[src/rtl/bexp_y_tracker.sv]
// bexp_y_tracker
// Watches the Y output of boolean_exp. It samples Y, generates registered
// rise/fall pulses and counts rising edges. It also measures every high run
// and hands each completed run length to a sink over a valid/ready handshake.
// Alongside that it keeps the longest run seen and a sticky overflow flag for
// runs that were lost because the sink stalled.
//
// Optional build macro: BEXP_TRACK_SYNC_EN
//   defined   -> y_in goes through a 2-flop synchronizer (2 extra cycles)
//   undefined -> y_in is used directly (source assumed synchronous to clk)
//
// Report handshake: rpt_valid rises with a stable rpt_len. Both hold until a
// clk edge where rpt_ready=1, and at that edge the report is consumed.
// rpt_ready is ignored while rpt_valid=0.
//
// state_dbg exposes the FSM state: 0=IDLE, 1=HIGH, 2=REPORT.

module bexp_y_tracker #(
    parameter int CNT_W = 8,
    parameter int LEN_W = 8
) (
    input  logic             clk,
    input  logic             rst_n,
    input  logic             en,
    input  logic             y_in,
    input  logic             clr,
    output logic             y_q,
    output logic             rise_pulse,
    output logic             fall_pulse,
    output logic [CNT_W-1:0] evt_cnt,
    output logic [LEN_W-1:0] run_len,
    output logic [LEN_W-1:0] max_len,
    output logic             rpt_valid,
    input  logic             rpt_ready,
    output logic [LEN_W-1:0] rpt_len,
    output logic             overflow,
    output logic [1:0]       state_dbg
);

    typedef enum logic [1:0] {
        IDLE   = 2'd0,
        HIGH   = 2'd1,
        REPORT = 2'd2
    } state_t;

    state_t state;

    // Value of Y seen by all downstream logic.
    logic y_s;

`ifdef BEXP_TRACK_SYNC_EN
    logic sync_1;
    logic sync_2;

    // Two-flop synchronizer. It runs every cycle, regardless of en.
    always_ff @(posedge clk or negedge rst_n) begin
        if (!rst_n) begin
            sync_1 <= 1'b0;
            sync_2 <= 1'b0;
        end else begin
            sync_1 <= y_in;
            sync_2 <= sync_1;
        end
    end

    assign y_s = sync_2;
`else
    assign y_s = y_in;
`endif

    // Edge detection against the previous enabled sample.
    logic rise;
    logic fall;

    assign rise = en &  y_s & ~y_q;
    assign fall = en & ~y_s &  y_q;

    localparam logic [CNT_W-1:0] CNT_MAX = {CNT_W{1'b1}};
    localparam logic [LEN_W-1:0] LEN_MAX = {LEN_W{1'b1}};
    localparam logic [LEN_W-1:0] LEN_ONE = LEN_W'(1);

    // Sample register and the registered one-cycle edge pulses.
    always_ff @(posedge clk or negedge rst_n) begin
        if (!rst_n) begin
            y_q        <= 1'b0;
            rise_pulse <= 1'b0;
            fall_pulse <= 1'b0;
        end else begin
            if (en) begin
                y_q <= y_s;
            end
            rise_pulse <= rise;
            fall_pulse <= fall;
        end
    end

    // Run-measurement FSM. It owns run_len and the report registers.
    // The handshake in REPORT completes on rpt_ready even when en=0, so the
    // sink is never held waiting on the sampling enable.
    always_ff @(posedge clk or negedge rst_n) begin
        if (!rst_n) begin
            state     <= IDLE;
            run_len   <= '0;
            rpt_valid <= 1'b0;
            rpt_len   <= '0;
        end else begin
            case (state)
                IDLE: begin
                    if (rise) begin
                        state   <= HIGH;
                        run_len <= LEN_ONE;
                    end
                end
                HIGH: begin
                    if (fall) begin
                        rpt_len   <= run_len;
                        rpt_valid <= 1'b1;
                        state     <= REPORT;
                    end else if (en && y_s) begin
                        if (run_len != LEN_MAX) begin
                            run_len <= run_len + LEN_ONE;
                        end
                    end
                end
                REPORT: begin
                    if (rpt_ready) begin
                        rpt_valid <= 1'b0;
                        if (rise) begin
                            state   <= HIGH;
                            run_len <= LEN_ONE;
                        end else begin
                            state <= IDLE;
                        end
                    end
                end
                default: begin
                    state <= IDLE;
                end
            endcase
        end
    end

    // Statistics: event count, longest run and sticky overflow.
    // A synchronous clr wins over any update in the same cycle.
    always_ff @(posedge clk or negedge rst_n) begin
        if (!rst_n) begin
            evt_cnt  <= '0;
            max_len  <= '0;
            overflow <= 1'b0;
        end else if (clr) begin
            evt_cnt  <= '0;
            max_len  <= '0;
            overflow <= 1'b0;
        end else begin
            if (rise && (evt_cnt != CNT_MAX)) begin
                evt_cnt <= evt_cnt + CNT_W'(1);
            end
            if ((state == HIGH) && fall && (run_len > max_len)) begin
                max_len <= run_len;
            end
            if ((state == REPORT) && rise && !rpt_ready) begin
                overflow <= 1'b1;
            end
        end
    end

    assign state_dbg = state;

endmodule

[config.mk]
export PLATFORM = sky130hd
export DESIGN_NAME = bexp_y_tracker
export DESIGN_NICKNAME = d
export VERILOG_FILES = /design/src/rtl/bexp_y_tracker.sv
export SDC_FILE = /design/constraint.sdc
export NUM_CORES = 1
export LEC_CHECK = 0
export ABC_AREA = 1
export CORE_ASPECT_RATIO = 0.75
export CORE_MARGIN = 2
export CORE_UTILIZATION = 45
export DETAILED_ROUTE_END_ITERATION = 10
export DONT_BUFFER_PORTS = 1
export GPL_TIMING_DRIVEN = 0
export HOLD_SLACK_MARGIN = 0.12
export PLACE_DENSITY = 0.66
export REMOVE_ABC_BUFFERS = 1
export SLEW_MARGIN = 20
export SYNTH_ARGS = -nofsm -noshare
export SYNTH_HDL_FRONTEND = slang
export SYNTH_SLANG_ARGS = --single-unit
[constraint.sdc]
create_clock -name clk -period 1.5 [get_ports clk]
set_input_delay 0.15 -clock clk [delete_from_list [all_inputs] [get_ports clk]]
set_output_delay 0.15 -clock clk [all_outputs]
set_load 0.005 [all_outputs]
==> run summary, run 1 <==
The run finished, with violations left. The checks that failed: negative setup slack. A synthesized cell averages 7.98 um2. From bottom edge to top edge, the die measures 65.0 um. The fill cell instance count of the final layout is 455, and the count of pins on the block boundary is 45.

The netlist area before placement is 2230 um2, and the overall die width is 85.3 um. Entering global routing, the biggest net connects 40 pins. The final layout net count came out at 314.

For this design the ratio of total power to cell area is 1120 nW/um2. After legalization and detailed placement, the total HPWL measured 3340 um. The top cell types in the final layout, fill and taps aside, are 81 x sky130_fd_sc_hd__nand2_1, 28 x sky130_fd_sc_hd__dfrtp_1, 24 x sky130_fd_sc_hd__inv_1. The antenna diode count is 0, and the length of the first detailed-routing pass in iterations is 4. The clock latency on the worst-skew pair is 0.29 ns, and the number of buffers added by the clock tree synthesis step is 5. The kind of critical path is flip-flop to flip-flop.

Of the synthesized area, sequential elements account for 43.7%. The number of hold violations in the final report is 0, and the worst-margin pin slew is 0.817 ns. The number of design rule violations left after detail routing came out at 0. Number of global-route vias before repair: 1777. The die covers 5550 um2.

Leaving out fill and tap cells, the most frequent cell in the layout is sky130_fd_sc_hd__nand2_1. Maximum buffer depth of the clock tree: 2. The congestion estimate from routability-driven global placement came to 0.825. For the finished layout, the period the worst path requires is 1.58 ns. The fraction of layout instances using a drive strength above 1 was 32.1%.

The accumulated negative setup slack came out at -0.577 ns. Yosys mapped the design onto 30 distinct sky130hd cell types. The reported leakage power was 1.28 nW; the depth of the worst register-to-register path was 9.

The number of placement rows was 22; the count of antenna-violating nets left after detailed routing was 0. The maximum fanout count along the critical path came out at 8. Of the available clock period, the critical path in the final layout requires 105%. The overflow left after global routing came out at 0.

After detailed routing, the number of vias per cell comes to 5.17. The type of the most critical hold path is input pin to async pin. Synthesis inferred 39 register bits. The worst ir drop on vdd was 597 uV. In this run the critical register-to-register path is launched from run_len[6]$_DFFE_PN0P_. In the final routed layout, each cell accounts on average for 14.5 um. The first global-routing pass estimated 8690 um of wire.

End of the worst register-to-register path: max_len[1]$_DFFE_PN0P_. The count of final max-slew check failures is 0. STA puts the critical path data arrival time at 1.81 ns. The area growth from synthesis to layout is 22.4%.

The global-route total usage across every layer was 19.9%. In this run the clock root is driven by a sky130_fd_sc_hd__clkbuf_8. The logs give 46.1% for the starting density of the core and 0.329 ns for the worst hold slack.

Counting every instance in the synthesized netlist gives 280. Headroom to the max-slew limit came out at 45.5%. The tools report the register-to-register setup slack as -0.08 ns. The run gives 0 as the count of yosys warnings during synthesis. The standard cell core area came out at 4840 um2. The max capacitance violation total is 0, and the initial antenna violation count is 0. The number of setup violations in the final report was 8; the number of buffers added on ports was 0. TritonCTS built the clock tree.

Critical path endpoint category: a flip-flop. After detailed routing, the total wire length is 5190 um. At the worst endpoint, the required time is 1.73 ns. On the final layout, the worst clock skew is 0.00456 ns. The run gives 2 as the H-tree depth. Setup repair after global routing could not meet its margin everywhere. The clock-pin slew reported for the worst setup and hold paths after clock tree synthesis works out to 0.07 ns. In this run, the number of DRC markers left after iteration 0 of detailed routing was 123.

The setup slack after layout was -0.0823 ns. STA classifies the critical path startpoint as a flip-flop. The final route contains 1856 vias.

The logs give 39 for the number of sinks handled by clock tree synthesis and 0.632 GHz for the timing-limited maximum frequency.
==> power breakdown <==
part | total [mW] | internal, mW | switching [mW]
logic | 1.03 | 0.353 | 0.678
registers | 1.34 | 1.17 | 0.175
clock network | 0.681 | 0.318 | 0.362
==> logic make-up after synthesis <==
| family | after synthesis | share of synthesized area [%] |
|---|---|---|
| DFF | 39 | 43.7 |
| and+or+nand+nor | 162 | 36.0 |
| adders and majority gates | 10 | 5.60 |
| xor gates and xnor gates | 1 | 0.392 |
| buffers and inverters | 43 | 8.23 |
| AOI/OAI and AO/OA | 25 | 6.05 |
==> cell usage after synthesis <==
master | number | area [um2]
sky130_fd_sc_hd__nor3_2 | 2 | 20.0
sky130_fd_sc_hd__buf_6 | 1 | 11.3
sky130_fd_sc_hd__inv_2 | 4 | 15.0
sky130_fd_sc_hd__o21ai_0 | 7 | 35.0
sky130_fd_sc_hd__nor2_8 | 3 | 60.1
sky130_fd_sc_hd__o21ai_1 | 5 | 25.0
sky130_fd_sc_hd__buf_2 | 1 | 5.00
sky130_fd_sc_hd__nand4_1 | 8 | 50.1
sky130_fd_sc_hd__nor2_4 | 4 | 45.0
sky130_fd_sc_hd__ha_1 | 10 | 125
sky130_fd_sc_hd__a21oi_1 | 10 | 50.1
sky130_fd_sc_hd__dfrtp_1 | 39 | 976
sky130_fd_sc_hd__a21o_1 | 1 | 7.51
sky130_fd_sc_hd__clkinv_4 | 1 | 8.76
sky130_fd_sc_hd__inv_1 | 30 | 113
sky130_fd_sc_hd__nand2_4 | 3 | 33.8
sky130_fd_sc_hd__o21ai_2 | 2 | 17.5
sky130_fd_sc_hd__inv_4 | 3 | 18.8
sky130_fd_sc_hd__nor2_2 | 4 | 25.0
sky130_fd_sc_hd__buf_1 | 1 | 3.75
sky130_fd_sc_hd__nand2b_1 | 1 | 6.26
sky130_fd_sc_hd__nand2_2 | 6 | 37.5
sky130_fd_sc_hd__nand3_1 | 21 | 105
sky130_fd_sc_hd__xor2_1 | 1 | 8.76
sky130_fd_sc_hd__clkbuf_1 | 1 | 3.75
sky130_fd_sc_hd__nor3_1 | 2 | 10.0
sky130_fd_sc_hd__nand2_1 | 90 | 338
sky130_fd_sc_hd__clkinv_2 | 1 | 5.00
sky130_fd_sc_hd__nor2_1 | 17 | 63.8
sky130_fd_sc_hd__nand3_2 | 1 | 10.0
==> how the worst max path moves through the flow <==
stage | endpoint | depth (start not counted) | from | slack, ns
CTS | max_len[0]$_DFFE_PN0P_ | 9 | run_len[5]$_DFFE_PN0P_ | -0.05
global placement | max_len[3]$_DFFE_PN0P_ | 8 | run_len[5]$_DFFE_PN0P_ | -0.20
global route | max_len[4]$_DFFE_PN0P_ | 10 | run_len[0]$_DFFE_PN0P_ | -0.17
finish | max_len[1]$_DFFE_PN0P_ | 9 | run_len[6]$_DFFE_PN0P_ | -0.08
detailed placement | max_len[0]$_DFFE_PN0P_ | 8 | run_len[5]$_DFFE_PN0P_ | -0.23
floorplan | max_len[5]$_DFFE_PN0P_ | 8 | run_len[5]$_DFFE_PN0P_ | 0.04
==> per-stage QoR <==
stage / power [mW] / util (%) / cells / setup WS [ns] / instance area (um2)
floorplan: 1.97 / - / 276 / 0.0385 / 2210
global placement: 2.14 / 47.2 / 336 / -0.196 / 2280
detailed placement: 2.16 / 47.2 / 336 / -0.232 / 2280
CTS: 2.98 / 53.6 / 355 / -0.0524 / 2600
global route: 3.28 / 56.4 / 359 / -0.172 / 2730
finish: 3.05 / 56.4 / 359 / -0.0823 / 2730
==> critical path, stage by stage, from the launching register on <==
cell and delay, ns:
sky130_fd_sc_hd__dfrtp_2 0.49, sky130_fd_sc_hd__ha_4 0.30, sky130_fd_sc_hd__nand2_4 0.06, sky130_fd_sc_hd__nor2_4 0.12, sky130_fd_sc_hd__nand2_1 0.07, sky130_fd_sc_hd__nand2_2 0.11, sky130_fd_sc_hd__clkinv_4 0.10, sky130_fd_sc_hd__nand2_8 0.12
sky130_fd_sc_hd__nand3_1 0.07, sky130_fd_sc_hd__nand2_1 0.09
==> repair_timing <==
item                                   in CTS  in global routing
endpoints found under the hold margin      50                  0
resized for setup                          28                 27
hold buffers                                7                  0
setup endpoints to repair                  16                 28
cloned                                      2                  0
buffers inserted                            2                  4
pin swaps                                  10                 24
==> routing by layer <==
metal  up-vias  GRT usage, %  share of wire [%]
met4         0          4.56               0.54
met1       865          26.6                 47
met5         -             0                  0
met2        59          31.3                 46
li1        928             -                  -
met3         4          6.62                6.9
==> sequential cells by signal (all words and copies together) (netlist names) <==
name	flops
evt_cnt	8
max_len	8
rpt_len	8
run_len	8
state_dbg	2
fall_pulse	1
overflow	1
rise_pulse	1
rpt_valid	1
y_q	1
==> layout make-up <==
type / count / area [um2] / share of cell area, %
clock buffer: 5 / 68.8 / 2.52
clock inverter: 3 / 15.0 / 0.549
inverter: 39 / 160 / 5.86
multi-input combinational: 199 / 1300 / 47.6
sequential: 39 / 990 / 36.2
tap: 60 / 75.1 / 2.75
timing repair buffer: 13 / 119 / 4.35
timing repair inverter: 1 / 5.00 / 0.183
Note: power is estimated with default switching activity, not from simulation.
==> run 2: changes to the inputs <==
--- a/config.mk
+++ b/config.mk
@@ -5,7 +5,6 @@
 export SDC_FILE = /design/constraint.sdc
 export NUM_CORES = 1
 export LEC_CHECK = 0
-export ABC_AREA = 1
 export CORE_ASPECT_RATIO = 0.75
 export CORE_MARGIN = 2
 export CORE_UTILIZATION = 45
==> run 2 against run 1 <==
Fmax decreased by 12%. Final cell count decreased by 25%. The run still ends with negative setup slack left. Critical path depth decreased by 3. Clock power increased by 34%. Cell area decreased by 8.8%. Count of clock-buffer cells in the layout increased by 1. Die area decreased by 9.1%. Non-clock buffer count increased by 8. Setup slack got worse by 0.21 ns. Combinational power decreased by 31%. Area after synthesis decreased by 9.6%. Clock skew increased by 0.0077 ns.
==> run summary, run 2 <==
The detail route stage leaves a number of antenna-violating nets equal to 0. Headroom to the max-slew limit came out at 45.6%. After clock tree synthesis, the clock-pin slew on the worst setup and hold paths is 0.08 ns.

The region available for standard cell placement spans 4390 um2. The tools report the antenna diode count as 0. IR analysis of the VDD net gives a maximum drop of 500 uV. The tools report the count of yosys warnings during synthesis as 0. Yosys instantiated no cell more often than sky130_fd_sc_hd__dfrtp_1.

The die outline area is 5040 um2, and the relative area change from synthesis to final layout is 23.6%. The congestion estimate from routability-driven global placement came to 0.716. The post-synthesis sequential element count is 39, and the count of final max-slew check failures is 0.

The master cell of the clock root buffer is sky130_fd_sc_hd__clkbuf_8. The fill cell instance count of the final layout is 355. The number of global-route vias before repair is 1453, and the global-route wire length before repair is 7080 um. For the pin with the worst max-slew slack, the measured transition is 0.814 ns. The worst setup path is launched from a flip-flop. Summed over all layers, the routed wires come to 4580 um. At the worst endpoint, the required time is 1.66 ns.

The overflow left after global routing is 0, and the total power divided by cell area is 1220 nW/um2. TritonCTS built the clock tree. At the placement stage, the worst setup path has a slack of -1.11 ns. Entering global routing, the biggest net connects 40 pins.

Area taken by multi-input logic gates: 1090 um2. The setup slack after layout was -0.290 ns. The commonest cells after synthesis are 39 x sky130_fd_sc_hd__dfrtp_1, 21 x sky130_fd_sc_hd__nor2_1, 17 x sky130_fd_sc_hd__nand2b_1.

Setup repair after global routing could not meet its margin everywhere. The run gives 0 as the max capacitance violation total. The data arrival time of the critical path is 1.95 ns. The critical path's slowest cell is sky130_fd_sc_hd__dfrtp_2. Traced cell by cell, the critical path runs through ha_4 > and4_4 > a41o_1 > a221oi_4 > buf_4 > a31oi_1.

For this run, the slowest stage of the critical path takes 0.50 ns. The reported leakage power is 1.08 nW, and the post-detailed-route wirelength per cell is 16.9 um. Clock tree synthesis inserted a total of 5 buffers.

The number of unique standard cell types used by synthesis came out at 39. Among all flip-flop cells after synthesis, the most frequent one is sky130_fd_sc_hd__dfrtp_1. In this run the cell area of the synthesized design comes to 2020 um2. For this run, the register share of the synthesized area comes to 48.4%. Number of hold violations in the final report: 0. The floorplan has 21 rows.

Cells with a size suffix above 1 make up 29.0% of the layout. The vias per cell is 5.44. The initial antenna violation count is 0, and the accumulated negative setup slack is -4.19 ns. For this design the top-level I/O count stands at 45.

In the global route stage, overall resource usage came out at 19.2%. sky130_fd_sc_hd__dfrtp_1 takes more of the synthesized area than any other cell. For the H-tree depth, the log shows 2.

The later pin in the worst-skew pair is clocked with a latency of 0.29 ns. The worst path uses 119% of the clock period. Detailed placement ended at an HPWL of 2870 um.

Sorting the synthesized cells by area gives the leading types as sky130_fd_sc_hd__dfrtp_1 48%, sky130_fd_sc_hd__ha_1 6.2%, sky130_fd_sc_hd__nand2b_1 5.3%, sky130_fd_sc_hd__mux2_2 5.0%, sky130_fd_sc_hd__mux2i_1 4.5%. The worst setup path is of the flip-flop to flip-flop kind. The share of flip-flops with an asynchronous set or reset was 100%. In this run the tool buffered the top-level ports with 0 buffer cells. After layout, the minimum clock period comes to 1.79 ns.

The min-delay analysis places its worst path in the category input pin to flip-flop. The checks that failed: negative setup slack. Leaving out fill and tap cells, the most frequent cells in the layout are 30 x sky130_fd_sc_hd__dfrtp_1, 20 x sky130_fd_sc_hd__nor2_1, 16 x sky130_fd_sc_hd__nand2b_1. The logs give 987 um2 for the storage element area and 0 for the number of design rule violations left after detail routing. The library cell used most frequently in the layout, excluding fill and tap cells, is sky130_fd_sc_hd__dfrtp_1. The run gives 76 as the number of DRC markers after the initial detailed-route iteration. The run finished, with violations left.

The number of setup violations in the final report was 16; the worst-case clock skew was 0.0123 ns. The number of enable-type register cells in the synthesized netlist was 0; the total number of vias was 1475. The buffers plus inverters on the worst setup path is 1.

Along the worst path, the maximum fanout reaches 7. The floorplan step set the die width to 81.3 um. The average cell area after synthesis was 10.6 um2; the timing-limited maximum frequency was 0.559 GHz.

Length of the first detailed-routing pass in iterations: 4. The final layout contains 229 nets. The clock drives 39 sinks.

The floorplan step set the die height to 62.0 um. The worst setup path is captured at a flip-flop. The initial utilization of the core area, before any placement, comes to 46.0%. The tools report the maximum buffer depth of the clock tree as 2. Synthesis produced a netlist whose cell count is 191. The area share of the largest cell type after synthesis works out to 48.4%.

Grouping stages by cell kind, the critical path spends the most delay in compound AO/OA/AOI/OAI gates.
run 2: cell types whose count changed in the layout (fill, tap and decap cells not counted), moves of 9 or more:
cell	delta
sky130_fd_sc_hd__nand2_1	-71
sky130_fd_sc_hd__nand2b_1	+15
sky130_fd_sc_hd__inv_1	-12
sky130_fd_sc_hd__nand2_2	-12
sky130_fd_sc_hd__nand3_1	-10
sky130_fd_sc_hd__inv_2	-9
sky130_fd_sc_hd__mux2i_1	+9
run 2: logic make-up (layout without fill, tap and decap cells):
kind of cell               after synthesis  count (layout)  share of synthesized area (%)
AOI/OAI and AO/OA                       30              30                           10.7
and+or+nand+nor                         69              69                           18.6
DFF                                     39              39                           48.4
xor gates and xnor gates                 6               6                           2.60
adders and majority gates               10              10                           6.20
buffers and inverters                   19              42                           4.09
muxes                                   18              18                           9.49
run 2: timing repair:
item	4_1_cts	5_1_grt
pin swaps	9	8
hold buffers	6	0
endpoints found under the hold margin	60	0
endpoints found under the setup margin	30	30
buffers inserted	10	5
cloned	0	0
resized for setup	27	8
run 2: through the flow:
| stage | total power, mW | hold slack, ns | util [%] | instance area (um2) | cells |
|---|---|---|---|---|---|
| finish | 3.05 | 0.134 | 56.8 | 2490 | 271 |
| global route | 3.24 | 0.122 | 56.8 | 2490 | 271 |
| CTS | 2.99 | 0.125 | 55.3 | 2430 | 266 |
| detailed placement | 1.91 | -0.145 | 46.8 | 2060 | 242 |
| global placement | 1.88 | -0.145 | 46.8 | 2060 | 242 |
| floorplan | 1.76 | -0.146 | - | 1980 | 185 |
run 2: final timing paths:
kind	from	end	slack, ns	cells past startpoint
worst max-delay path	run_len[1]$_DFFE_PN0P_	run_len[7]$_DFFE_PN0P_	-0.29	6
worst min-delay path	rpt_ready	state_dbg[1]$_DFFE_PN0P_	0.13	2
worst max register to register	run_len[1]$_DFFE_PN0P_	run_len[7]$_DFFE_PN0P_	-0.29	6
worst min register to register	rpt_len[1]$_DFFE_PN0P_	rpt_len[1]$_DFFE_PN0P_	0.54	1
max in group asynchronous	rst_n	evt_cnt[1]$_DFFE_PN0P_	0.97	2
min in group asynchronous	rst_n	max_len[6]$_DFFE_PN0P_	0.31	2
run 2: final cells by class:
| class | count | area share [%] |
|---|---|---|
| clock buffers | 6 | 3.31 |
| clock inverters | 2 | 1.40 |
| inverters | 13 | 1.96 |
| multi-input cells | 133 | 43.7 |
| flip-flops and latches | 39 | 39.6 |
| well taps | 57 | 2.86 |
| repair buffers | 21 | 7.23 |
run 2: per-layer routing:
metal  GRT usage [%]  up-vias  part of all wire [%]
met5               0        -                     0
met4            5.08        0                   1.0
met3            7.23        4                   5.6
met2            30.4       38                    47
met1            25.0      725                    46
li1                -      708                     -
run 2: power by group:
group | switching [mW] | leakage, nW | internal [mW]
combinational | 0.333 | 0.511 | 0.377
sequential | 0.244 | 0.513 | 1.18
clock | 0.373 | 0.0612 | 0.538
